### src/rtl/sti_pkg.sv
// Shared types and helpers for the serial pack engine.
// Latency: n/a (declarations only).
// Backpressure: n/a.
package sti_pkg;

  typedef enum logic [1:0] {
    IDLE  = 2'd0,
    SHIFT = 2'd1,
    FLUSH = 2'd2,
    DONE  = 2'd3
  } state_t;

  // pi_length codes: frame is (code+1) pixel units long
  localparam logic [1:0] LEN_1PIX = 2'd0;
  localparam logic [1:0] LEN_2PIX = 2'd1;
  localparam logic [1:0] LEN_3PIX = 2'd2;
  localparam logic [1:0] LEN_4PIX = 2'd3;

  // Frame length in bits for a length code
  function automatic int frame_bits(input logic [1:0] code, input int pix_w);
    case (code)
      LEN_1PIX: return pix_w;
      LEN_2PIX: return 2 * pix_w;
      LEN_3PIX: return 3 * pix_w;
      LEN_4PIX: return 4 * pix_w;
      default:  return pix_w;
    endcase
  endfunction

endpackage

### src/rtl/sti_frame_builder.sv
// Builds the right-aligned F-bit frame word from a parallel word and its options.
// Latency: combinational; the parent registers the result on accept.
// Backpressure: none (pure function of inputs).
// Ports: i_data/i_length/i_low/i_fill in, o_frame out (bits F-1..0 valid, rest 0).
module sti_frame_builder
  import sti_pkg::*;
#(
  parameter int DATA_W = 16,
  parameter int PIX_W  = 8
) (
  input  logic [DATA_W-1:0]  i_data,
  input  logic [1:0]         i_length,
  input  logic               i_low,
  input  logic               i_fill,
  output logic [4*PIX_W-1:0] o_frame
);

  localparam int FMAX = 4 * PIX_W;
  localparam logic [FMAX-1:0] ONES = {FMAX{1'b1}};

  int              w_f;
  logic [FMAX-1:0] w_ext;

  always_comb begin
    w_f     = frame_bits(i_length, PIX_W);
    w_ext   = FMAX'(i_data);
    o_frame = w_ext;
    if (w_f < DATA_W) begin
      // Shorter frame: take either the top or the bottom F bits
      if (i_low) o_frame = w_ext >> (DATA_W - w_f);
      else       o_frame = w_ext & (ONES >> (FMAX - w_f));
    end else if (w_f > DATA_W) begin
      // Longer frame: data either at the MSB end or zero-extended
      if (i_fill) o_frame = w_ext << (w_f - DATA_W);
    end
  end

endmodule

### src/rtl/sti_pack_engine.sv
// Serialises parallel words into 1..4-pixel frames and reassembles pixels into memory writes.
// Latency: first serial bit 1 cycle after accept; pixel k written at accept+(k+1)*PIX_W+1.
// Backpressure: pi_ready high in IDLE and on a frame's last bit (gapless back-to-back), low in FLUSH/DONE.
// Ports: load/pi_* frame request in, pi_ready out; so_data/so_valid serial out;
//        pixel_wr/pixel_addr/pixel_dataout memory write out; pixel_finish sticky image-complete.
module sti_pack_engine
  import sti_pkg::*;
#(
  parameter int DATA_W = 16,
  parameter int PIX_W  = 8,
  parameter int ADDR_W = 8
) (
  input  logic              clk,
  input  logic              reset,
  input  logic              load,
  output logic              pi_ready,
  input  logic [DATA_W-1:0] pi_data,
  input  logic [1:0]        pi_length,
  input  logic              pi_low,
  input  logic              pi_fill,
  input  logic              pi_msb,
  input  logic              pi_end,
  output logic              so_data,
  output logic              so_valid,
  output logic              pixel_wr,
  output logic [ADDR_W-1:0] pixel_addr,
  output logic [PIX_W-1:0]  pixel_dataout,
  output logic              pixel_finish
);

  localparam int FMAX   = 4 * PIX_W;
  localparam int CNT_W  = $clog2(FMAX);
  localparam int PCNT_W = $clog2(PIX_W);
  localparam logic [ADDR_W-1:0] MAX_ADDR = {ADDR_W{1'b1}};

  state_t            r_state, w_state_nxt;
  logic [FMAX-1:0]   r_frame;
  logic              r_msb;
  logic [CNT_W-1:0]  r_last, r_cnt;
  logic [PIX_W-1:0]  r_pix;
  logic [PCNT_W-1:0] r_pcnt;
  logic [ADDR_W-1:0] r_addr;
  logic              r_full;

  logic [FMAX-1:0]   w_frame;
  logic [CNT_W-1:0]  w_new_last, w_idx0, w_nxt_idx;
  logic              w_accept_load, w_accept_end, w_last_bit;
  logic              w_frame_wr, w_flush_wr, w_wr, w_full_now;

  sti_frame_builder #(.DATA_W(DATA_W), .PIX_W(PIX_W)) u_builder (
    .i_data   (pi_data),
    .i_length (pi_length),
    .i_low    (pi_low),
    .i_fill   (pi_fill),
    .o_frame  (w_frame)
  );

  assign w_new_last = CNT_W'(frame_bits(pi_length, PIX_W) - 1);
  assign w_idx0     = pi_msb ? w_new_last : '0;
  assign w_nxt_idx  = r_msb ? (r_last - r_cnt - CNT_W'(1)) : (r_cnt + CNT_W'(1));
  assign w_last_bit = (r_state == SHIFT) && (r_cnt == r_last);

  // Frames are whole pixels, so a pixel completes on every PIX_W-th valid bit.
  // A completed frame pixel always wins over a flush write.
  assign w_frame_wr = so_valid && (r_pcnt == PCNT_W'(PIX_W - 1)) && !r_full;
  assign w_flush_wr = (r_state == FLUSH) && !w_frame_wr && !r_full;
  assign w_wr       = w_frame_wr || w_flush_wr;
  // Full is known the same edge the last address is written; used to refuse
  // the next frame on a last bit that also fills the image.
  assign w_full_now = r_full || (w_wr && (r_addr == MAX_ADDR));

  assign pi_ready      = !w_full_now && ((r_state == IDLE) || w_last_bit);
  assign w_accept_load = load && pi_ready;
  assign w_accept_end  = pi_end && pi_ready && !load;

  always_ff @(posedge clk or posedge reset) begin
    if (reset) r_state <= IDLE;
    else       r_state <= w_state_nxt;
  end

  always_comb begin
    w_state_nxt = r_state;
    case (r_state)
      IDLE: begin
        if (w_full_now)         w_state_nxt = DONE;
        else if (w_accept_load) w_state_nxt = SHIFT;
        else if (w_accept_end)  w_state_nxt = FLUSH;
      end
      SHIFT: begin
        if (w_last_bit) begin
          if (w_full_now)         w_state_nxt = DONE;
          else if (w_accept_load) w_state_nxt = SHIFT;
          else if (w_accept_end)  w_state_nxt = FLUSH;
          else                    w_state_nxt = IDLE;
        end
      end
      FLUSH: begin
        if (w_full_now) w_state_nxt = DONE;
      end
      DONE:    w_state_nxt = DONE;
      default: w_state_nxt = IDLE;
    endcase
  end

  always_ff @(posedge clk or posedge reset) begin
    if (reset) begin
      r_frame       <= '0;
      r_msb         <= 1'b0;
      r_last        <= '0;
      r_cnt         <= '0;
      so_data       <= 1'b0;
      so_valid      <= 1'b0;
      r_pix         <= '0;
      r_pcnt        <= '0;
      r_addr        <= '0;
      r_full        <= 1'b0;
      pixel_wr      <= 1'b0;
      pixel_addr    <= '0;
      pixel_dataout <= '0;
      pixel_finish  <= 1'b0;
    end else begin
      // Serialiser: the first bit leaves straight from the builder on accept
      if (w_accept_load) begin
        r_frame  <= w_frame;
        r_msb    <= pi_msb;
        r_last   <= w_new_last;
        r_cnt    <= '0;
        so_data  <= w_frame[w_idx0];
        so_valid <= 1'b1;
      end else if ((r_state == SHIFT) && !w_last_bit) begin
        r_cnt    <= r_cnt + CNT_W'(1);
        so_data  <= r_frame[w_nxt_idx];
        so_valid <= 1'b1;
      end else begin
        so_data  <= 1'b0;
        so_valid <= 1'b0;
      end

      // Pixel assembly from the serial stream; first bit ends up as MSB
      if (so_valid) begin
        if (r_pcnt == PCNT_W'(PIX_W - 1)) begin
          r_pcnt <= '0;
        end else begin
          r_pcnt <= r_pcnt + PCNT_W'(1);
          r_pix  <= {r_pix[PIX_W-2:0], so_data};
        end
      end

      pixel_wr <= w_wr;
      if (w_frame_wr) begin
        pixel_addr    <= r_addr;
        pixel_dataout <= {r_pix[PIX_W-2:0], so_data};
      end else if (w_flush_wr) begin
        pixel_addr    <= r_addr;
        pixel_dataout <= '0;
      end

      // Address saturates at the top; the full flag replaces a wrap to 0
      if (w_wr) begin
        if (r_addr == MAX_ADDR) r_full <= 1'b1;
        else                    r_addr <= r_addr + ADDR_W'(1);
      end

      pixel_finish <= r_full;
    end
  end

endmodule

### config.mk
export PLATFORM = sky130hd
export DESIGN_NAME = sti_pack_engine
export DESIGN_NICKNAME = d
export VERILOG_FILES = /design/src/rtl/sti_pkg.sv /design/src/rtl/sti_frame_builder.sv /design/src/rtl/sti_pack_engine.sv
export SDC_FILE = /design/constraint.sdc
export NUM_CORES = 1
export LEC_CHECK = 0
export CORE_UTILIZATION = 38
export CTS_BUF_LIST = sky130_fd_sc_hd__clkbuf_16
export DETAILED_ROUTE_END_ITERATION = 16
export HOLD_SLACK_MARGIN = 0.1
export SKIP_CTS_REPAIR_TIMING = 1
export SYNTH_ARGS = -nofsm -noshare
export SYNTH_HDL_FRONTEND = slang
export SYNTH_SLANG_ARGS = --single-unit
### constraint.sdc
create_clock -name clk -period 8 [get_ports clk]
set_input_delay 2.4 -clock clk [delete_from_list [all_inputs] [get_ports clk]]
set_output_delay 2.4 -clock clk [all_outputs]
set_load 0.01 [all_outputs]
==> key figures, run 1 <==
Timing
  – Max Clk Rate: 204.6 MHz
  – Worst slew pin tran: 1017 ps
  – Slew Viols, Final: 0
  – Setup ws final: 3112 ps
  – Setup Viol. Count Final: 0
  – RSZ-0062 raised after global routing: no
  – Setup TNS: 0 ps
  – Hold Fails Final Rpt: 0
  – Final Cycle Share: 61.10%
  – Fin crit period: 4888 ps
  – Post-Route Skew: 9.170 ps
  – Relative slew slack: 32.23%

Min path
  – Class of the worst hold path: flip-flop to flip-flop
  – Worst hold stages: 0

Setup path
  – Path depth of the worst reg2reg path: 11
  – Startpoint types: flip-flop
  – Critical path class: flip-flop to output port
  – Worst EP required: 5600 ps
  – Critical path data arrival time: 2490 ps
  – Crit Path Max Fanout: 7
  – CP Capture Type: output port

Placement
  – DP Area: 5000 um2
  – DP Wirelength: 7.533 mm
  – Placer Congestion: 0.9024
  – IO Port Bufs: 45
  – Pre-CTS setup slack: 2903 ps
  – Inst Count DP: 612

Cells and area
  – Fin nets: 518
  – Fraction of layout cells with a size suffix above 1: 10.10%
  – Fillers: 1,060
  – Post-Layout Cell Count: 628
  – Area growth syn-to-layout: 19.09%
  – Ant diodes: 0
  – Fin area: 5300 um2

Die
  – Initial Utilization: 38.98%
  – Die width: 110.2 um
  – Row count: 39
  – DIE AREA: 12,150 um2
  – Core Area: 11,420 um2
  – IO Pins: 46
  – Die Y: 110.2 um

Route
  – 1st-pass router iterations: 5
  – Post-DRT Antenna Nets: 0
  – 1st-iter DRT viols: 199
  – Vias per Instance: 5.514
  – Final wirelength: 10.57 mm
  – Routed vias: 3,463
  – Remaining DRCs: 0
  – Drt wl/cell: 16.83 um

Logic synthesis
  – Cell variety after synth: 57
  – Synth top area share: 46.11%
  – Yosys warns: 0
  – Yosys reg bits: 82
  – Share of synthesized registers carrying an async set or reset: 100.0%
  – Synth top area cells: dfrtp_1 (46%), nand2_1 (6.6%), mux2i_1 (5.6%)
  – Post-synth EDFFs: 0
  – Area leader, netlist: dfrtp_1
  – Cell area after synthesis: 4451 um2
  – Mean Syn Cell Area: 10.02 um2
  – Post-synthesis sequential area ratio: 46.11%
  – Syn Nets: 482
  – Most used DFF post-synth: dfrtp_1
  – Synthesized instance count: 444

Global route
  – Antenna violations before repair: 0
  – Total grt overflow: 0
  – First-pass GRT wire length: 17.21 mm
  – Vias in the first global route: 3,290
  – Total track usage: 18.59%
  – Largest net degree at the start of global routing: 83

Run
  – Maxcap violations: 0

Clock network
  – CTS sink cnt: 82
  – Clock latency at the later pin of the worst-skew pair: 340 ps
  – TritonCTS clock tree: done
  – Root buf cell: clkbuf_16
  – Clock buffer depth: 2
  – H-tree depth: 3
  – Num CTS Buffers: 9
  – Clock-pin transition on the worst setup and hold timing paths: 60 ps

Power and ir drop
  – Leakage power: 2.372 nW
  – Peak VDD IR: 0.1050 mV
  – Total Power: 0.0009038 W
  – PwrDens: 170.5 nW/um2

Status
  – Outcome: finished clean
-- Yosys cell counts, types with 4 or more instances --
cell type / n
a22oi_1: 21
nand4_1: 4
xnor2_1: 8
nor2b_1: 4
mux2_2: 13
o21ai_0: 16
ha_1: 12
o41ai_2: 7
clkbuf_1: 17
o21ai_1: 11
inv_1: 15
mux2i_1: 25
nand2_1: 78
a21oi_1: 8
nor2_1: 20
o31ai_1: 13
nand3_1: 10
buf_2: 4
a22o_1: 10
dfrtp_1: 82
nand2b_1: 7
-- worst max-delay path: stages, from the launching register on --
cell and delay (ps):
dfrtp_1 480, inv_1 80, ha_1 390, nand4_1 180, o21ai_2 280, and3_1 210, clkdlybuf4s50_1 530
-- registers in the layout, summed over array words and instances (netlist names) --
signal         flops
r_full             1
r_last             3
r_frame           32
so_valid           1
pixel_wr           1
so_data            1
pixel_dataout      8
r_cnt              5
r_pix              7
pixel_finish       1
r_msb              1
pixel_addr         8
r_state            2
r_addr             8
r_pcnt             3
-- layout make-up --
class	count	area [um2]	share of cell area (%)
clock buffer	9	225.2	4.249
clock inverter	7	75.07	1.416
inverter	17	65.06	1.228
multi-input combinational	321	2223	41.95
sequential	82	2052	38.72
tap	143	178.9	3.376
timing repair buffer	49	480.5	9.065
-- through the flow --
step / hold WS [ps] / utilization (%)
after floorplan: 414.2 / -
after global placement: 440.7 / 43.79
after detailed placement: 442.6 / 43.79
after CTS: 468.1 / 46.42
after global routing: 491.4 / 46.42
final: 471.5 / 46.42
-- cells by family after synthesis --
group,count (synthesis),synth area share [%]
adders and majority gates,13,3.823
AOI/OAI and AO/OA,112,19.03
and+or+nand+nor,145,15.15
muxes,39,9.418
xor gates and xnor gates,12,2.530
buffers and inverters,41,3.936
DFF,82,46.11
-- report_power, final --
| group | switching, W | total [W] | internal (W) | leakage (nW) |
|---|---|---|---|---|
| clock | 0.000176 | 0.000421 | 0.000245 | 0.146 |
| combinational | 0.0000432 | 0.0000684 | 0.0000252 | 1.12 |
| sequential | 0 | 0.000415 | 0.000415 | 1.10 |
-- layer usage --
layer	GRT usage, %	up-vias	share of wire, %
met3	3.175	10	4.0
met5	0	-	0
li1	-	1672	-
met1	27.26	1678	49
met4	5.545	0	1.2
met2	27.95	103	46
-- final timing paths --
check	startpoint	to	slack, ps
max in group asynchronous	reset	r_frame[31]	4640
max	r_cnt[2]	pi_ready	3110
min reg2reg	r_full	pixel_finish	470
min	r_full	pixel_finish	470
min in group asynchronous	reset	r_cnt[4]	2720
max reg2reg	r_cnt[0]	so_data	4800
-- cells in the final DEF, fill, tap and decap left out, types with 3 or more instances in the layout --
cell             instances
xor2_1                   3
mux2i_1                 25
or3_1                    3
o31ai_1                 13
nand4_1                  4
clkdlybuf4s50_1         45
o21ai_0                 16
a31oi_1                  3
a21oi_1                  8
xnor2_1                  8
nor2_1                  20
inv_1                   14
a21o_1                   3
o21ai_1                 11
clkbuf_16                9
buf_4                    4
nand3_1                 10
nand2b_1                 7
a22oi_1                 21
ha_1                    12
and4_1                   3
nor3b_1                  3
dfrtp_1                 82
nor2b_1                  4
a32oi_1                  3
a22o_1                  10
nand2_1                 78
nor3_1                   3
mux2_2                  13
o41ai_2                  7
No activity file was read; power rests on OpenSTA's default activity.
==> run 2: changes to the inputs <==
==> constraint.sdc (replaced) <==
create_clock -name clk -period 4.1 [get_ports clk]
set_input_delay 1.23 -clock clk [delete_from_list [all_inputs] [get_ports clk]]
set_output_delay 1.23 -clock clk [all_outputs]
set_load 0.01 [all_outputs]
==> run 2 against run 1 <==
Against the previous run:
- the run now ends with design-rule violations left
- combinational power rose by 100%
- global-route usage rose by 0.32 points
- register-to-register slack got worse by 4000 ps
- wire length rose by 0.41%
- clock power rose by 94%
- first-iteration DRC count rose by 31%
- sequential power rose by 95%
- utilization rose by 0.55 points
- total power rose by 95%
- critical path depth did not move
- non-clock buffer count rose by 8
- count of clock-buffer cells in the layout did not move
- largest cell class unchanged
==> key figures, run 2 (synthesis gave the netlist of run 1 again) <==
Route
  – Routed vias: 3,457 (-0.17%)
  – 1st-pass router iterations: 10 (+5)
  – Drt wl/cell: 16.69 um (-0.86%)
  – Post-DRT Antenna Nets: 0 (unchanged)
  – 1st-iter DRT viols: 260 (+31%)
  – Vias per Instance: 5.436 (-1.4%)
  – Remaining DRCs: 2 (+2)
  – Final wirelength: 10.61 mm (+0.41%)

Global route
  – Total track usage: 18.90% (+0.32 points)
  – Vias in the first global route: 3,376 (+2.6%)
  – First-pass GRT wire length: 17.35 mm (+0.80%)
  – Total grt overflow: 0 (unchanged)
  – Antenna violations before repair: 0 (unchanged)
  – Largest net degree at the start of global routing: 38 (-54%)

Cells and area
  – Fraction of layout cells with a size suffix above 1: 11.56% (+1.5 points)
  – Multi-input logic area: 2223 um2 (unchanged)
  – Fin area: 5363 um2 (+1.2%)
  – Register area: 2052 um2 (unchanged)
  – Max reg flops: 32 (unchanged)
  – Ant diodes: 0 (unchanged)
  – Fin nets: 526 (+1.5%)
  – Area growth syn-to-layout: 20.49%
  – Fillers: 1,083 (+2.2%)
  – Commonest non-fill, non-tap cell in the layout: dfrtp_1
  – Biggest register: r_frame
  – Most frequent cells in the layout: dfrtp_1 (82), nand2_1 (78), clkdlybuf4s50_1 (45), mux2i_1 (25), a22oi_1 (21)

Placement
  – IO Port Bufs: 45 (unchanged)
  – DP Area: 5060 um2 (+1.2%)
  – Placer Congestion: 0.9077 (+0.59%)
  – DP Wirelength: 7.924 mm (+5.2%)

Die
  – Row count: 39 (unchanged)
  – IO Pins: 46 (unchanged)
  – DIE AREA: 12,150 um2 (unchanged)
  – Initial Utilization: 38.98% (unchanged)
  – Die width: 110.2 um (unchanged)
  – Core Area: 11,420 um2 (unchanged)
  – Die Y: 110.2 um (unchanged)

Status
  – Outcome: finished with violations
  – Failing checks: design-rule violations

Timing
  – Final Cycle Share: 90.76%
  – Max Clk Rate: 268.7 MHz
  – RSZ-0062 raised after global routing: no
  – Setup Viol. Count Final: 0 (unchanged)
  – Fin crit period: 3721 ps
  – Slew Viols, Final: 0 (unchanged)
  – Post-Route Skew: 9.170 ps (-0.0003400 ps)
  – Setup TNS: 0 ps (unchanged)
  – Relative slew slack: 54.74% (+23 points)
  – Hold Fails Final Rpt: 0 (unchanged)
  – Worst slew pin tran: 679.0 ps (-337.7 ps)

Power and ir drop
  – PwrDens: 329.2 nW/um2 (+93%)
  – Peak VDD IR: 0.1984 mV (+89%)
  – Leakage power: 2.410 nW (+1.6%)

Setup path
  – CP Capture Type: output port
  – Startpoint types: flip-flop
  – Crit Path Max Fanout: 8 (+1)
  – Critical path class: flip-flop to output port
  – Critical path data arrival time: 2490 ps (about the same)
  – Worst EP required: 2870 ps (-2730 ps)

Run
  – Maxcap violations: 0 (unchanged)

Clock network
  – TritonCTS clock tree: done
  – Root buf cell: clkbuf_16
  – Clock-pin transition on the worst setup and hold timing paths: 60 ps (about the same)
  – Clock latency at the later pin of the worst-skew pair: 340 ps (about the same)
  – Num CTS Buffers: 9 (unchanged)
  – CTS sink cnt: 82 (unchanged)
  – H-tree depth: 3 (unchanged)
  – Clock buffer depth: 2 (unchanged)

Min path
  – Class of the worst hold path: flip-flop to flip-flop
[run 2: changes by cell type in the layout (fill, tap and decap cells not counted), sizes merged]
cell	before	now
clkinv	4	3
clkinvlp	1	2
buf	4	12
[run 2: layout make-up]
cell class              instances  area share, %
repair buffers                 57          10.08
inverters                      17          1.213
clock buffers                   9          4.200
clock inverters                 7          1.447
flip-flops and latches         82          38.26
multi-input cells             321          41.46
well taps                     143          3.336
[run 2: final timing paths]
path | start | end | slack (ps) | cells after the start
setup / recovery | r_cnt[0] | pi_ready | 380 | 6
hold / removal | r_full | pixel_finish | 470 | 0
setup reg to reg | r_cnt[0] | so_data | 840 | 12
hold reg to reg | r_full | pixel_finish | 470 | 0
max in group asynchronous | reset | r_frame[9] | 2090 | 3
min in group asynchronous | reset | pixel_addr[7] | 1280 | 2
[run 2: report_power, final]
| part | switching (W) | total (W) | internal [W] |
|---|---|---|---|
| Sequential | 0 | 0.000809 | 0.000809 |
| Combinational | 0.0000852 | 0.000139 | 0.0000535 |
| Clock | 0.000341 | 0.000818 | 0.000477 |
[run 2: critical path, cell delays in order, from the launching register on]
cell,delay (ps)
dfrtp_1,490
inv_1,120
ha_1,350
nand4_1,170
o21ai_2,300
and3_1,200
clkdlybuf4s50_1,530
[run 2: through the flow]
stage	std cells	utilization, %	setup WS (ps)	hold WS (ps)	total power [W]
2_1_floorplan	444	-	761.6	414.2	0.0009006
3_3_place_gp	620	44.31	512.5	457.0	0.0009617
6_report	636	46.96	379.0	474.2	0.001765
4_1_cts	636	46.96	364.8	477.4	0.001782
5_1_grt	636	46.96	253.9	483.4	0.001827
3_5_place_dp	620	44.31	390.6	462.8	0.0009626
[run 2: metal layers]
metal / global-route usage [%] / routed length (um) / up-vias
met2: 28.97 / 4869 / 88
met4: 7.519 / 198 / 0
met1: 26.38 / 4993 / 1657
met3: 3.469 / 553 / 11
met5: 0 / 0 / -
li1: - / - / 1701
==> run 3: changes to the inputs <==
--- a/config.mk
+++ b/config.mk
@@ -5,10 +5,13 @@
 export SDC_FILE = /design/constraint.sdc
 export NUM_CORES = 1
 export LEC_CHECK = 0
+export CAP_MARGIN = 10
 export CORE_UTILIZATION = 38
 export CTS_BUF_LIST = sky130_fd_sc_hd__clkbuf_16
 export DETAILED_ROUTE_END_ITERATION = 16
 export HOLD_SLACK_MARGIN = 0.1
+export PLACE_DENSITY = 0.65
+export RECOVER_POWER = 50
 export SKIP_CTS_REPAIR_TIMING = 1
 export SYNTH_ARGS = -nofsm -noshare
 export SYNTH_HDL_FRONTEND = slang
==> run 3 against run 2 <==
Against the previous run:
- the run ends with max-capacitance violations, max-slew violations left
- setup slack better by 8.6 ps
- global-route usage is 0.75 points lower
- first-iteration DRC count down 34%
- count of clock-buffer cells in the layout did not move
- clock power decreased by 7.9%
- register-to-register slack gained 60 ps
- hold slack worse by 15 ps
- largest cell class unchanged
==> key figures, run 3 (synthesis gave the netlist of run 1 again) <==
Status
  – Outcome: finished with violations
  – Failing checks: max-capacitance violations, max-slew violations

Die
  – DIE AREA: 12,150 um2 (unchanged)
  – IO Pins: 46 (unchanged)
  – Initial Utilization: 38.98% (unchanged)
  – Row count: 39 (unchanged)
  – Core Area: 11,420 um2 (unchanged)
  – Die width: 110.2 um (unchanged)
  – Die Y: 110.2 um (unchanged)

Clock network
  – Num CTS Buffers: 9 (unchanged)
  – Clock buffer depth: 2 (unchanged)
  – H-tree depth: 3 (unchanged)
  – Root buf cell: clkbuf_16
  – TritonCTS clock tree: done
  – Clock-pin transition on the worst setup and hold timing paths: 70 ps (about the same)
  – CTS sink cnt: 82 (unchanged)
  – Clock latency at the later pin of the worst-skew pair: 340 ps (about the same)

Cells and area
  – Fin nets: 524 (-0.38%)
  – Max reg flops: 32 (unchanged)
  – Fraction of layout cells with a size suffix above 1: 10.79% (-0.77 points)
  – Ant diodes: 0 (unchanged)
  – Biggest register: r_frame
  – Most frequent cells in the layout: dfrtp_1 (82), nand2_1 (78), clkdlybuf4s50_1 (44), mux2i_1 (25)
  – Commonest non-fill, non-tap cell in the layout: dfrtp_1
  – Post-Layout Cell Count: 634 (-0.31%)
  – Area growth syn-to-layout: 19.40%

Setup path
  – Crit path cell chain: inv_1 > ha_1 > nand4_1 > o21ai_2 > and3_1 > clkdlybuf4s50_1
  – CP max-delay cell: clkdlybuf4s50_1
  – Critical path data arrival time: 2480 ps (about the same)
  – Worst R2R End: so_data
  – Path depth of the worst reg2reg path: 11 (-1)
  – CP max stage delay: 530 ps (about the same)
  – Critical path class: flip-flop to output port
  – CP Capture Type: output port
  – Crit Path Max Fanout: 8 (unchanged)
  – Startpoint types: flip-flop
  – Worst EP required: 2870 ps (about the same)
  – Flop2flop setup slack: 900 ps (+60 ps)
  – RR Startpoint: r_cnt[0]

Power and ir drop
  – Peak VDD IR: 0.2150 mV (+8.4%)
  – Leakage power: 2.383 nW (-1.1%)
  – PwrDens: 319.5 nW/um2 (-2.9%)
  – Total Power: 0.001698 W (-3.8%)

Route
  – Remaining DRCs: 0 (-2)
  – Met2 Wirelength: 4.618 mm (-5.2%)
  – Vias per Instance: 5.513 (+1.4%)
  – 1st-iter DRT viols: 171 (-34%)
  – Metal3 WL: 460 um (-17%)
  – Top Layer Used: met4
  – Drt wl/cell: 15.67 um (-6.1%)
  – Final wirelength: 9.936 mm (-6.4%)
  – Routed vias: 3,495 (+1.1%)
  – Metal-1 WL: 4.641 mm (-7.0%)
  – Post-DRT Antenna Nets: 0 (unchanged)
  – 1st-pass router iterations: 4 (-6)

Placement
  – DP Wirelength: 7.437 mm (-6.1%)
  – Pre-CTS setup slack: 397.0 ps (+6.403 ps)
  – Placer Congestion: 0.8832 (-2.7%)
  – Inst Count DP: 618 (-0.32%)
  – IO Port Bufs: 45 (unchanged)

Timing
  – Setup TNS: 0 ps (unchanged)
  – Relative slew slack: -17.69% (-72 points)
  – Slew Viols, Final: 41 (+41)
  – Setup ws final: 387.7 ps (+8.648 ps)
  – Max Clk Rate: 269.4 MHz (+0.23%)
  – Post-Route Skew: 12.34 ps (+3.169 ps)
  – Worst slew pin tran: 1756 ps (+1077 ps)
  – Hold Fails Final Rpt: 0 (unchanged)
  – RSZ-0062 raised after global routing: no
  – Final Cycle Share: 90.54% (-0.21 points)
  – Fin crit period: 3712 ps (-8.648 ps)
  – Setup Viol. Count Final: 0 (unchanged)
  – Hold slack final: 458.7 ps (-15.47 ps)

Global route
  – First-pass GRT wire length: 16.62 mm (-4.2%)
  – Total track usage: 18.15% (-0.75 points)
  – Vias in the first global route: 3,366 (-0.30%)
  – Total grt overflow: 0 (unchanged)
  – Antenna violations before repair: 0 (unchanged)
  – Largest net degree at the start of global routing: 41 (+7.9%)

Min path
  – Hold EP: pixel_finish
  – Class of the worst hold path: flip-flop to flip-flop
  – Worst hold stages: 0 (unchanged)
  – HP Start: r_full

Run
  – Maxcap violations: 1 (+1)
-- run 3: changes by cell type in the layout (fill, tap and decap cells not counted), sizes merged --
cell	change
clkinv	-1
buf	-4
clkbuf	+2
dlygate4sd3	+1
clkinvlp	+1
inv	+1
bufinv	-1
clkdlybuf4s50	-1
-- run 3: final cells by class --
type / instances / area [um2]
clock buffer: 9 / 225.2
clock inverter: 7 / 52.55
fill: 1058 / 6105
inverter: 17 / 65.06
multi-input combinational: 321 / 2221
sequential: 82 / 2052
tap: 143 / 178.9
timing repair buffer: 55 / 519.2
-- run 3: metal layers --
| metal | up-vias | GRT usage, % |
|---|---|---|
| met2 | 92 | 28.75 |
| met3 | 18 | 4.762 |
| li1 | 1694 | - |
| met5 | - | 0 |
| met1 | 1691 | 23.69 |
| met4 | 0 | 7.143 |
-- run 3: critical path: cells and delay by family (launching register included) --
kind,cells,cell delay (ps)
AOI/OAI and AO/OA,1,280
adders and majority gates,1,340
buffers and inverters,2,660
DFF,1,500
and+or+nand+nor,2,350
-- run 3: report_power, final --
part	total, W	switching [W]	leakage [nW]	internal [W]
clock	0.000753	0.000338	0.136	0.000415
combinational	0.000135	0.0000836	1.14	0.0000519
sequential	0.000809	0	1.10	0.000809
total	0.00170	0.000422	2.38	0.00128
-- run 3: worst max path at each step --
stage                 startpoint       endpoint  slack [ps]  depth (start not counted)
CTS                     r_cnt[0]       pi_ready         370                          6
floorplan                  reset  pixel_addr[0]         760                          1
finish                  r_cnt[0]       pi_ready         390                          6
global placement    pi_length[1]        so_data         510                         10
detailed placement  pi_length[1]        so_data         400                         10
global route               reset     r_frame[0]         160                          3
-- run 3: stage by stage --
stage	utilization, %	cell area, um2
finish	46.54	5314
global route	46.54	5314
CTS	46.61	5323
detailed placement	44.18	5045
global placement	44.18	5045
floorplan	-	4451
